===== config.mk =====
export PLATFORM = sky130hd
export DESIGN_NAME = fft_bars_display
export DESIGN_NICKNAME = d
export VERILOG_FILES = /design/src/rtl/fft_bars_display.sv
export SDC_FILE = /design/constraint.sdc
export NUM_CORES = 1
export LEC_CHECK = 0
export ABC_AREA = 1
export CAP_MARGIN = 15
export CORE_MARGIN = 4
export CORE_UTILIZATION = 40
export CTS_BUF_LIST = sky130_fd_sc_hd__clkbuf_8
export DETAILED_ROUTE_END_ITERATION = 12
export PLACE_DENSITY_LB_ADDON = 0.3
export SLEW_MARGIN = 20
export SYNTH_ARGS = -nofsm -noshare
export SYNTH_HDL_FRONTEND = slang
export SYNTH_SLANG_ARGS = --single-unit

===== constraint.sdc =====
create_clock -name vga_clk -period 4.7 [get_ports vga_clk]
set_clock_uncertainty 0.15 [all_clocks]
set_input_delay 0.94 -clock vga_clk [delete_from_list [all_inputs] [get_ports vga_clk]]
set_output_delay 0.94 -clock vga_clk [all_outputs]
set_load 0.01 [all_outputs]

===== src/rtl/fft_bars_display.sv =====
// Spectrum bar renderer: frame-gated bin display bank, per-bin peak hold with
// timed decay, 2-stage pixel pipeline and prescaled value-request pulse.
module fft_bars_display #(
    parameter int unsigned NUM_BINS    = 8,
    parameter int unsigned VAL_W       = 12,
    parameter int unsigned SCREEN_W    = 800,
    parameter int unsigned SCREEN_H    = 600,
    parameter int unsigned POS_W       = 10,
    parameter int unsigned PRE_W       = 16,
    parameter int unsigned GAP         = 4,
    parameter int unsigned DECAY_STEP  = 16,
    parameter int unsigned HOLD_FRAMES = 30
) (
    input  logic                      vga_clk,
    input  logic                      rst_n,
    input  logic [NUM_BINS*VAL_W-1:0] bins_in,
    input  logic                      bins_valid,
    input  logic                      sample_tick,
    input  logic [PRE_W-1:0]          prescaler_in,
    input  logic                      frame_start,
    input  logic [POS_W-1:0]          posx,
    input  logic [POS_W-1:0]          posy,
    output logic                      set_values_flag,
    output logic [3:0]                bin_index,
    output logic [VAL_W-1:0]          val_out,
    output logic                      bar_on,
    output logic                      peak_on
);

    localparam int unsigned BW     = SCREEN_W / NUM_BINS;
    localparam int unsigned USED_W = NUM_BINS * BW;
    localparam int unsigned COL_W  = BW - GAP;
    localparam int unsigned PROD_W = VAL_W + POS_W;
    localparam int unsigned HOLD_W = $clog2(HOLD_FRAMES + 1);

    logic [PRE_W-1:0]  pre_cnt;
    logic [VAL_W-1:0]  shadow    [NUM_BINS];
    logic [VAL_W-1:0]  display   [NUM_BINS];
    logic [VAL_W-1:0]  peak      [NUM_BINS];
    logic [VAL_W-1:0]  peak_nxt  [NUM_BINS];
    logic [VAL_W-1:0]  decayed   [NUM_BINS];
    logic [HOLD_W-1:0] hold      [NUM_BINS];
    logic [HOLD_W-1:0] hold_nxt  [NUM_BINS];

    logic [3:0]        k_c;
    logic [POS_W-1:0]  off_c;
    logic              vis_c;
    logic [VAL_W-1:0]  val_c;
    logic [VAL_W-1:0]  pk_c;

    logic              s1_vis;
    logic [3:0]        s1_k;
    logic [POS_W-1:0]  s1_off;
    logic [POS_W-1:0]  s1_y;
    logic [VAL_W-1:0]  s1_val;
    logic [VAL_W-1:0]  s1_pk;

    logic [POS_W-1:0]  h_c;
    logic [POS_W-1:0]  ph_c;
    logic              col_ok_c;
    logic              bar_c;
    logic              peak_on_c;

    // Sample prescaler: one-cycle request pulse every prescaler_in+1 ticks
    always_ff @(posedge vga_clk or negedge rst_n) begin
        if (!rst_n) begin
            pre_cnt         <= '0;
            set_values_flag <= 1'b0;
        end else if (sample_tick) begin
            if (pre_cnt == prescaler_in) begin
                pre_cnt         <= '0;
                set_values_flag <= 1'b1;
            end else begin
                pre_cnt         <= pre_cnt + PRE_W'(1);
                set_values_flag <= 1'b0;
            end
        end else begin
            set_values_flag <= 1'b0;
        end
    end

    // Next peak/hold state, using the shadow value that is about to be swapped in
    always_comb begin
        for (int k = 0; k < NUM_BINS; k++) begin
            decayed[k]  = (32'(peak[k]) > DECAY_STEP) ? peak[k] - VAL_W'(DECAY_STEP) : '0;
            peak_nxt[k] = peak[k];
            hold_nxt[k] = hold[k];
            if (shadow[k] >= peak[k]) begin
                peak_nxt[k] = shadow[k];
                hold_nxt[k] = HOLD_W'(HOLD_FRAMES);
            end else if (hold[k] != '0) begin
                hold_nxt[k] = hold[k] - HOLD_W'(1);
            end else begin
                peak_nxt[k] = (decayed[k] > shadow[k]) ? decayed[k] : shadow[k];
            end
        end
    end

    // Shadow capture and frame-boundary swap into display/peak banks
    always_ff @(posedge vga_clk or negedge rst_n) begin
        if (!rst_n) begin
            for (int k = 0; k < NUM_BINS; k++) begin
                shadow[k]  <= '0;
                display[k] <= '0;
                peak[k]    <= '0;
                hold[k]    <= '0;
            end
        end else begin
            for (int k = 0; k < NUM_BINS; k++) begin
                if (bins_valid) begin
                    shadow[k] <= bins_in[k*VAL_W +: VAL_W];
                end
                if (frame_start) begin
                    display[k] <= shadow[k];
                    peak[k]    <= peak_nxt[k];
                    hold[k]    <= hold_nxt[k];
                end
            end
        end
    end

    // Stage 1 decode: comparator chain for the bin, column offset and bank lookup
    always_comb begin
        k_c   = '0;
        val_c = '0;
        pk_c  = '0;
        for (int j = 1; j < NUM_BINS; j++) begin
            if (32'(posx) >= j * BW) begin
                k_c = 4'(j);
            end
        end
        off_c = POS_W'(32'(posx) - 32'(k_c) * BW);
        vis_c = (32'(posx) < USED_W) && (32'(posy) < SCREEN_H);
        for (int k = 0; k < NUM_BINS; k++) begin
            if (k_c == 4'(k)) begin
                val_c = display[k];
                pk_c  = peak[k];
            end
        end
    end

    // Stage 1 register; bank values are sampled here so a same-cycle swap is not seen
    always_ff @(posedge vga_clk or negedge rst_n) begin
        if (!rst_n) begin
            s1_vis <= 1'b0;
            s1_k   <= '0;
            s1_off <= '0;
            s1_y   <= '0;
            s1_val <= '0;
            s1_pk  <= '0;
        end else begin
            s1_vis <= vis_c;
            s1_k   <= k_c;
            s1_off <= off_c;
            s1_y   <= posy;
            s1_val <= val_c;
            s1_pk  <= pk_c;
        end
    end

    // Stage 2: scale values to screen heights and test the row and column
    always_comb begin
        h_c       = POS_W'((PROD_W'(s1_val) * PROD_W'(SCREEN_H)) >> VAL_W);
        ph_c      = POS_W'((PROD_W'(s1_pk) * PROD_W'(SCREEN_H)) >> VAL_W);
        col_ok_c  = s1_vis && (32'(s1_off) < COL_W);
        bar_c     = col_ok_c && (32'(s1_y) >= SCREEN_H - 32'(h_c));
        peak_on_c = col_ok_c && (ph_c != '0) && (32'(s1_y) == SCREEN_H - 1 - 32'(ph_c));
    end

    // Stage 2 register: pixel outputs, forced to zero off-screen
    always_ff @(posedge vga_clk or negedge rst_n) begin
        if (!rst_n) begin
            bin_index <= '0;
            val_out   <= '0;
            bar_on    <= 1'b0;
            peak_on   <= 1'b0;
        end else begin
            bin_index <= s1_vis ? s1_k : 4'(0);
            val_out   <= s1_vis ? s1_val : '0;
            bar_on    <= bar_c;
            peak_on   <= peak_on_c;
        end
    end

endmodule


### Word level (Yosys, flattened, before mapping)

Cells that the tools add are included.

| storage, ports and cells | value |
|---|---|
| bits in registers | 412 |
| output and inout port bits | 19 |
| word-level logic and storage cells | 234 |

| operators by class | value |
|---|---|
| add/sub/neg operators | 20 |
| $mul | 3 |
| magnitude comparators | 35 |
| equality and inequality tests | 17 |
| multiplexer cells | 76 |
| reductions and logical operators | 39 |

Operators by type and width:

| cell | count |
|---|---|
| 2-to-1 mux 12 bit | 49 |
| >= comparator 12 bit | 8 |
| greater-than comparator 12 bit | 8 |
| greater-than comparator 12 x 5 -> 1 bit, second input constant | 8 |
| subtractor 12 x 5 -> 12 bit, second input constant | 8 |
| 2-to-1 mux 5 bit | 16 |
| nonzero test 5 bit | 8 |
| subtractor 5 x 1 -> 5 bit, second input constant | 8 |
| multiplier 12 x 7 -> 19 bit, second input constant | 2 |
| == test 10 x 32 -> 1 bit | 1 |
| >= comparator 10 x 32 -> 1 bit | 1 |
| AND reduction 2 bit | 16 |
| >= comparator 10 x 9 -> 1 bit, second input constant | 3 |
| 2-to-1 mux 4 bit | 7 |
| subtractor 10 x 10 -> 11 bit, first input constant | 2 |
| >= comparator 10 bit, second input constant | 2 |
| < comparator 10 bit, second input constant | 2 |
| adder 16 x 1 -> 16 bit, second input constant | 1 |
| == test 16 bit | 1 |
| == test 4 x 3 -> 1 bit, second input constant | 4 |
| 2-to-1 mux 16 bit | 1 |
| inequality test 2 bit, second input constant | 8 |
| nonzero test 2 bit | 8 |
| >= comparator 10 x 7 -> 1 bit, second input constant | 1 |
| other kinds (10) | 17 |

### Logic depth before layout (Yosys ltp)

| logic depth | value |
|---|---|
| depth after elaboration | 17 |
| depth in mapped cells | 30 |
| depth with buffers taken out | 30 |

### Worst setup path after synthesis

OpenSTA, ideal clock, no wires.

| timing | value |
|---|---|
| path kind | register -> register |
| start | register s1_val[4] |
| end | register bar_on |
| setup time | 62 ps |
| arrival | 4383 ps |
| data required time | 4488 ps |
| slack | 105 ps |
| cell stages (with the launch flop) | 24 |
| clock period less this slack | 4595 ps |
| path through | dfrtp_1 -> ha_1 -> ha_1 -> inv_1 -> fa_1 -> fa_1 -> inv_1 -> ha_1 -> a21oi_1 -> o21ai_0 -> a21oi_1 -> xor2_1 -> ha_1 -> nand3_1 -> nand3_1 -> nand2_1 -> xor2_1 -> ha_1 -> nand4_1 -> o221ai_1 -> nand3_1 -> nand3_1 -> nand2_1 -> inv_1 |

| between the ends | value |
|---|---|
| longest elaborated chain between the ends | 4 |

RTL lines:

| what | RTL line | RTL |
|---|---|---|
| from (decl) | 55 | `logic [VAL_W-1:0] s1_val;` |
| from (signal assigned) | 156 | `s1_val <= val_c;` |
| multiplier 12 x 7 -> 19 bit | 163 | `h_c = POS_W'((PROD_W'(s1_val) * PROD_W'(SCREEN_H)) >> VAL_W);` |
| subtractor 10 x 10 -> 11 bit | 166 | `bar_c = col_ok_c && (32'(s1_y) >= SCREEN_H - 32'(h_c));` |
| >= comparator 10 x 32 -> 1 bit | 166 |  |
| logical AND 1 bit | 166 |  |
| via bar_c | 61 | `logic bar_c;` |
| to (signal assigned) | 180 | `bar_on <= bar_c;` |
| to (decl) | 26 | `output logic bar_on,` |

The timed path passes the listed nets, and every way through them passes these cells.
A chain may end at the register's enable or synchronous reset.

### Worst setup path in the final report

| timing | value |
|---|---|
| start | register s1_val[8] |
| end | register bar_on |

The elaborated chain is that of the path after synthesis.

==> flow_results.org <==
** Status
- The run finished with clean final reports.

** Layout
- Share of post-route cells with drive strength above 1 :: around 8.3%
- Excluding fillers, the count of instances in the completed layout stands at 5,064.
- The area growth from synthesis to layout is 18.22%.
- The net count of the finished layout is 4,564.

** Floorplan
- The die covers 0.07625 mm^2.
- Core box area :: 0.07136 mm^2
- For this design the top-level I/O count stands at 156.
- In this run the horizontal extent of the chip is roughly 280 um.
- Initial standard-cell utilization of the core :: 40.30%
- Number of core rows :: 98
- The die is 276.1 um tall.

** Detailed routing
- Routed WL :: between 70,000 and 80,000 um
- The first detailed-routing pass took 5 iterations.
- After detailed routing, the number of remaining DRC violations is 0.
- Using the TritonRoute via totals, the vias-per-cell ratio works out to between 5 and 6.
- In this run, the number of DRC markers left after iteration 0 of detailed routing was 1,776.
- Dividing the detail-routed wire length by the instance count gives between 15 and 20 um.
- The count of nets left with antenna violations once routing finished came out at 0.
- For this block, the via count after detailed routing is about 26k.

** Critical path
- Data on the critical path is required at its endpoint by 5.10 ns.
- At the worst endpoint, the arrival time is 5.04 ns.
- Startpoint types :: flip-flop
- The worst setup path is captured at a flip-flop.
- The slowest stage of the critical path is the sky130_fd_sc_hd__fa_1 cell.
- For this run, the slowest stage of the critical path takes between 0.4 and 0.5 ns.
- CP max FO :: 4
- Start-to-end type of the worst setup path :: reg -> reg
- Kind of cell with the highest combined delay on the critical path :: adder cells
- Buffers and inverters on the worst path :: 6

** STA
- Worst-Margin Slew :: roughly 0.81 ns
- Across all hold checks on the routed design, the worst slack comes to 0.1338 ns.
- Of the available clock period, the critical path in the final layout requires about 100%.
- Worst relative slew slack :: a little under half
- # setup viols final :: 0
- The hold violation count in the final report came to 0.
- Post-layout minimum cycle time :: 4.643 ns
- Fmax :: 215.4 MHz
- Worst path setup slack after routing :: 0.05739 ns
- Setup repair after global routing could not meet its margin everywhere.
- Max-slew violation count :: 0

** Synthesis
- Synthesis produced 3,835 cells.
- In this run the mean area of a mapped cell was 7.499 um^2.
- After synthesis, the netlist uses 53 different library cells.
- In this run, synthesis produced a sequential element count of around 410.
- Synthesis produced a netlist with a net count of ~4.3k.
- The mapped netlist covers 0.02876 mm^2.
- Yosys printed 0 warnings.
- Summed over all instances, the cell type with the most area after synthesis is sky130_fd_sc_hd__dfrtp_1.
- Most used flip-flop cell after synthesis :: sky130_fd_sc_hd__dfrtp_1
- Sorting the synthesized cells by area gives the leading types as sky130_fd_sc_hd__dfrtp_1 (35%), sky130_fd_sc_hd__ha_1 (15%), sky130_fd_sc_hd__nand2_1 (11%).
- Number of enable flip-flop cells after synthesis :: 0
- After synthesis, flip-flops and latches occupy 35.24% of the total area.
- After synthesis, the largest area contributor takes up 35.24% of total cell area.
- For this run, asynchronously set or reset flops after synthesis account for 100.0%.

** Placement
- Once detailed placement completed, the half-perimeter wirelength came to around 61,000 um.
- Port buffering added 152 buffers.
- Once placement completed, the tool counted placed cells totaling a little under 5k.
- At the placement stage, the worst setup path has a slack of -0.1721 ns.
- At the end of routability-driven placement, the weighted congestion stood at a little over 0.9.

** Clock network
- Maximum count of clock buffers along a single path :: 3
- The tree is rooted in a sky130_fd_sc_hd__clkbuf_8.
- Clk Latency, worst-skew pair :: between 0.6 and 0.7 ns
- Clock tree from TritonCTS :: yes
- Inserted Clock Buffers :: between 70 and 80
- For this design, the sink count on the clock tree is 405.
- After clock tree synthesis, the clock-pin slew on the worst setup and hold paths is 0.06 ns.
- The H-tree generated during clock tree synthesis spans 3 levels.

** GRT
- The initial antenna violation count was 3.
- Global-route wire length before repair :: 129,900 um
- Pin count of the biggest net entering global routing :: around 120
- Via count of the first global-routing pass :: around 25k
- Global router's overall resource usage :: about a fifth
- GR Overflow Total :: 0

** Hold path
- The min-delay analysis places its worst path in the category in -> async.

** Power and ir drop
- Leak :: 17.14 nW
- For this design the ratio of total power to cell area is 794.3 mW/mm^2.
- The worst-case IR drop observed on VDD is 0.0008536 V.

** Job
- The tool flagged a number of max-cap violations equal to 0.
[Yosys cell counts, types with 4 or more instances]
master / n
sky130_fd_sc_hd__xnor2_1: 24
sky130_fd_sc_hd__a22oi_1: 5
sky130_fd_sc_hd__dfrtp_1: 405
sky130_fd_sc_hd__a31oi_1: 27
sky130_fd_sc_hd__fa_1: 28
sky130_fd_sc_hd__buf_1: 5
sky130_fd_sc_hd__nand3b_1: 16
sky130_fd_sc_hd__nand2_1: 824
sky130_fd_sc_hd__or2_2: 8
sky130_fd_sc_hd__o22ai_1: 24
sky130_fd_sc_hd__xor2_1: 29
sky130_fd_sc_hd__buf_2: 13
sky130_fd_sc_hd__nor2_1: 287
sky130_fd_sc_hd__nand3_1: 164
sky130_fd_sc_hd__ha_1: 344
sky130_fd_sc_hd__o21bai_1: 34
sky130_fd_sc_hd__o31ai_1: 7
sky130_fd_sc_hd__a211oi_1: 5
sky130_fd_sc_hd__nand4_1: 48
sky130_fd_sc_hd__nor4_1: 10
sky130_fd_sc_hd__o21ai_1: 23
sky130_fd_sc_hd__o211ai_1: 15
sky130_fd_sc_hd__o21ai_0: 431
sky130_fd_sc_hd__clkinv_1: 4
sky130_fd_sc_hd__clkbuf_1: 91
sky130_fd_sc_hd__o21a_1: 6
sky130_fd_sc_hd__inv_1: 591
sky130_fd_sc_hd__a21oi_1: 274
sky130_fd_sc_hd__nor3_1: 55
[final cells by class]
class / instances / area [um^2]
Clock inverter: 44 / 324.1
Sequential cell: 405 / 10140
Inverter: 599 / 2253
Clock buffer: 91 / 1252
Tap cell: 950 / 1189
Antenna cell: 3 / 7.507
Fill cell: 7149 / 37360
Multi-Input combinational cell: 2717 / 16410
Timing Repair Buffer: 255 / 2424
[power by group]
group / leakage, nW / total [mW] / internal (mW) / switching, mW
Clock: 0.892 / 3.59 / 1.95 / 1.64
Sequential: 4.81 / 5.27 / 4.36 / 0.916
Combinational: 11.4 / 18.1 / 7.64 / 10.5
Total: 17.1 / 27.0 / 13.9 / 13.1
[metal layers]
| layer | vias up | global-route usage [%] | wire (um) |
|---|---|---|---|
| met2 | 595 | 32.77 | 35420 |
| met4 | 0 | 6.696 | 2204 |
| li1 | 13052 | - | - |
| met5 | - | 0 | 0 |
| met1 | 11968 | 28.94 | 37610 |
| met3 | 128 | 2.871 | 3943 |
[cells in the final DEF, fill, tap and decap left out, types with 16 or more instances in the layout]
master,n
sky130_fd_sc_hd__nand2_1,799
sky130_fd_sc_hd__inv_1,603
sky130_fd_sc_hd__o21ai_0,427
sky130_fd_sc_hd__dfrtp_1,398
sky130_fd_sc_hd__ha_1,321
sky130_fd_sc_hd__nor2_1,276
sky130_fd_sc_hd__a21oi_1,265
sky130_fd_sc_hd__nand3_1,159
sky130_fd_sc_hd__clkdlybuf4s50_1,149
sky130_fd_sc_hd__clkbuf_8,91
sky130_fd_sc_hd__buf_4,90
sky130_fd_sc_hd__nor3_1,54
sky130_fd_sc_hd__nand4_1,48
sky130_fd_sc_hd__o21bai_1,34
sky130_fd_sc_hd__fa_1,28
sky130_fd_sc_hd__a31oi_1,27
sky130_fd_sc_hd__xor2_1,27
sky130_fd_sc_hd__o21ai_1,25
sky130_fd_sc_hd__nand2_2,24
sky130_fd_sc_hd__o22ai_1,24
sky130_fd_sc_hd__xnor2_1,23
sky130_fd_sc_hd__ha_4,22
sky130_fd_sc_hd__nand3b_1,16
[logic make-up after synthesis]
logic type      after synthesis  share of synthesized area, %
compound gates              863                         16.10
xor+xnor                     53                         1.614
fa+ha+maj                   372                         16.92
buf+inv                     713                         9.467
flops                       405                         35.24
other cells                   1                       0.01304
simple gates               1428                         20.65
[final timing paths]
path | cells past startpoint | startpoint | slack, ns | end
min in group vga_clk | 2 | s1_k[0] | 0.28 | bin_index[0]
min reg2reg | 2 | s1_k[0] | 0.28 | bin_index[0]
min | 1 | rst_n | 0.13 | hold[30]
max | 29 | s1_val[8] | 0.06 | bar_on
max reg2reg | 29 | s1_val[8] | 0.06 | bar_on
max in group asynchronous | 2 | rst_n | 3.38 | shadow[50]
[sequential cells by signal (all words and copies together), names as in the netlist]
signal and flops:
s1_k 3, s1_vis 1, s1_off 5, hold 40, pre_cnt 16, display 96
peak_on 1, s1_y 10, bar_on 1, bin_index 3, set_values_flag 1, s1_pk 12
s1_val 12, val_out 12, peak 96, shadow 96
[worst reg2reg max path, delay by kind of cell (launching register included)]
| family | cells | cell delay [ns] |
|---|---|---|
| fa+ha+maj | 6 | 2.12 |
| simple gates | 14 | 0.98 |
| buf+inv | 6 | 0.43 |
| flops | 1 | 0.43 |
| compound gates | 2 | 0.28 |
| xor+xnor | 1 | 0.14 |
[timing repair]
action                                  4_1_cts  5_1_grt
pin swaps                                    26       36
gates resized for setup                      44       66
endpoints found under the setup margin        1        2
setup buffers                                 5        9
hold buffers                                  0        0
[stage by stage]
stage	area, um^2	utilization (%)	TNS [ns]	power [mW]
floorplan	28760	-	0	16.44
global placement	31780	44.54	-0.1718	20.71
detailed placement	31780	44.54	-0.1721	20.94
CTS	33630	47.12	0	25.61
global route	33990	47.63	-0.2643	30.21
finish	34000	47.64	0	27.01
Power figures use the tool's default switching activity.
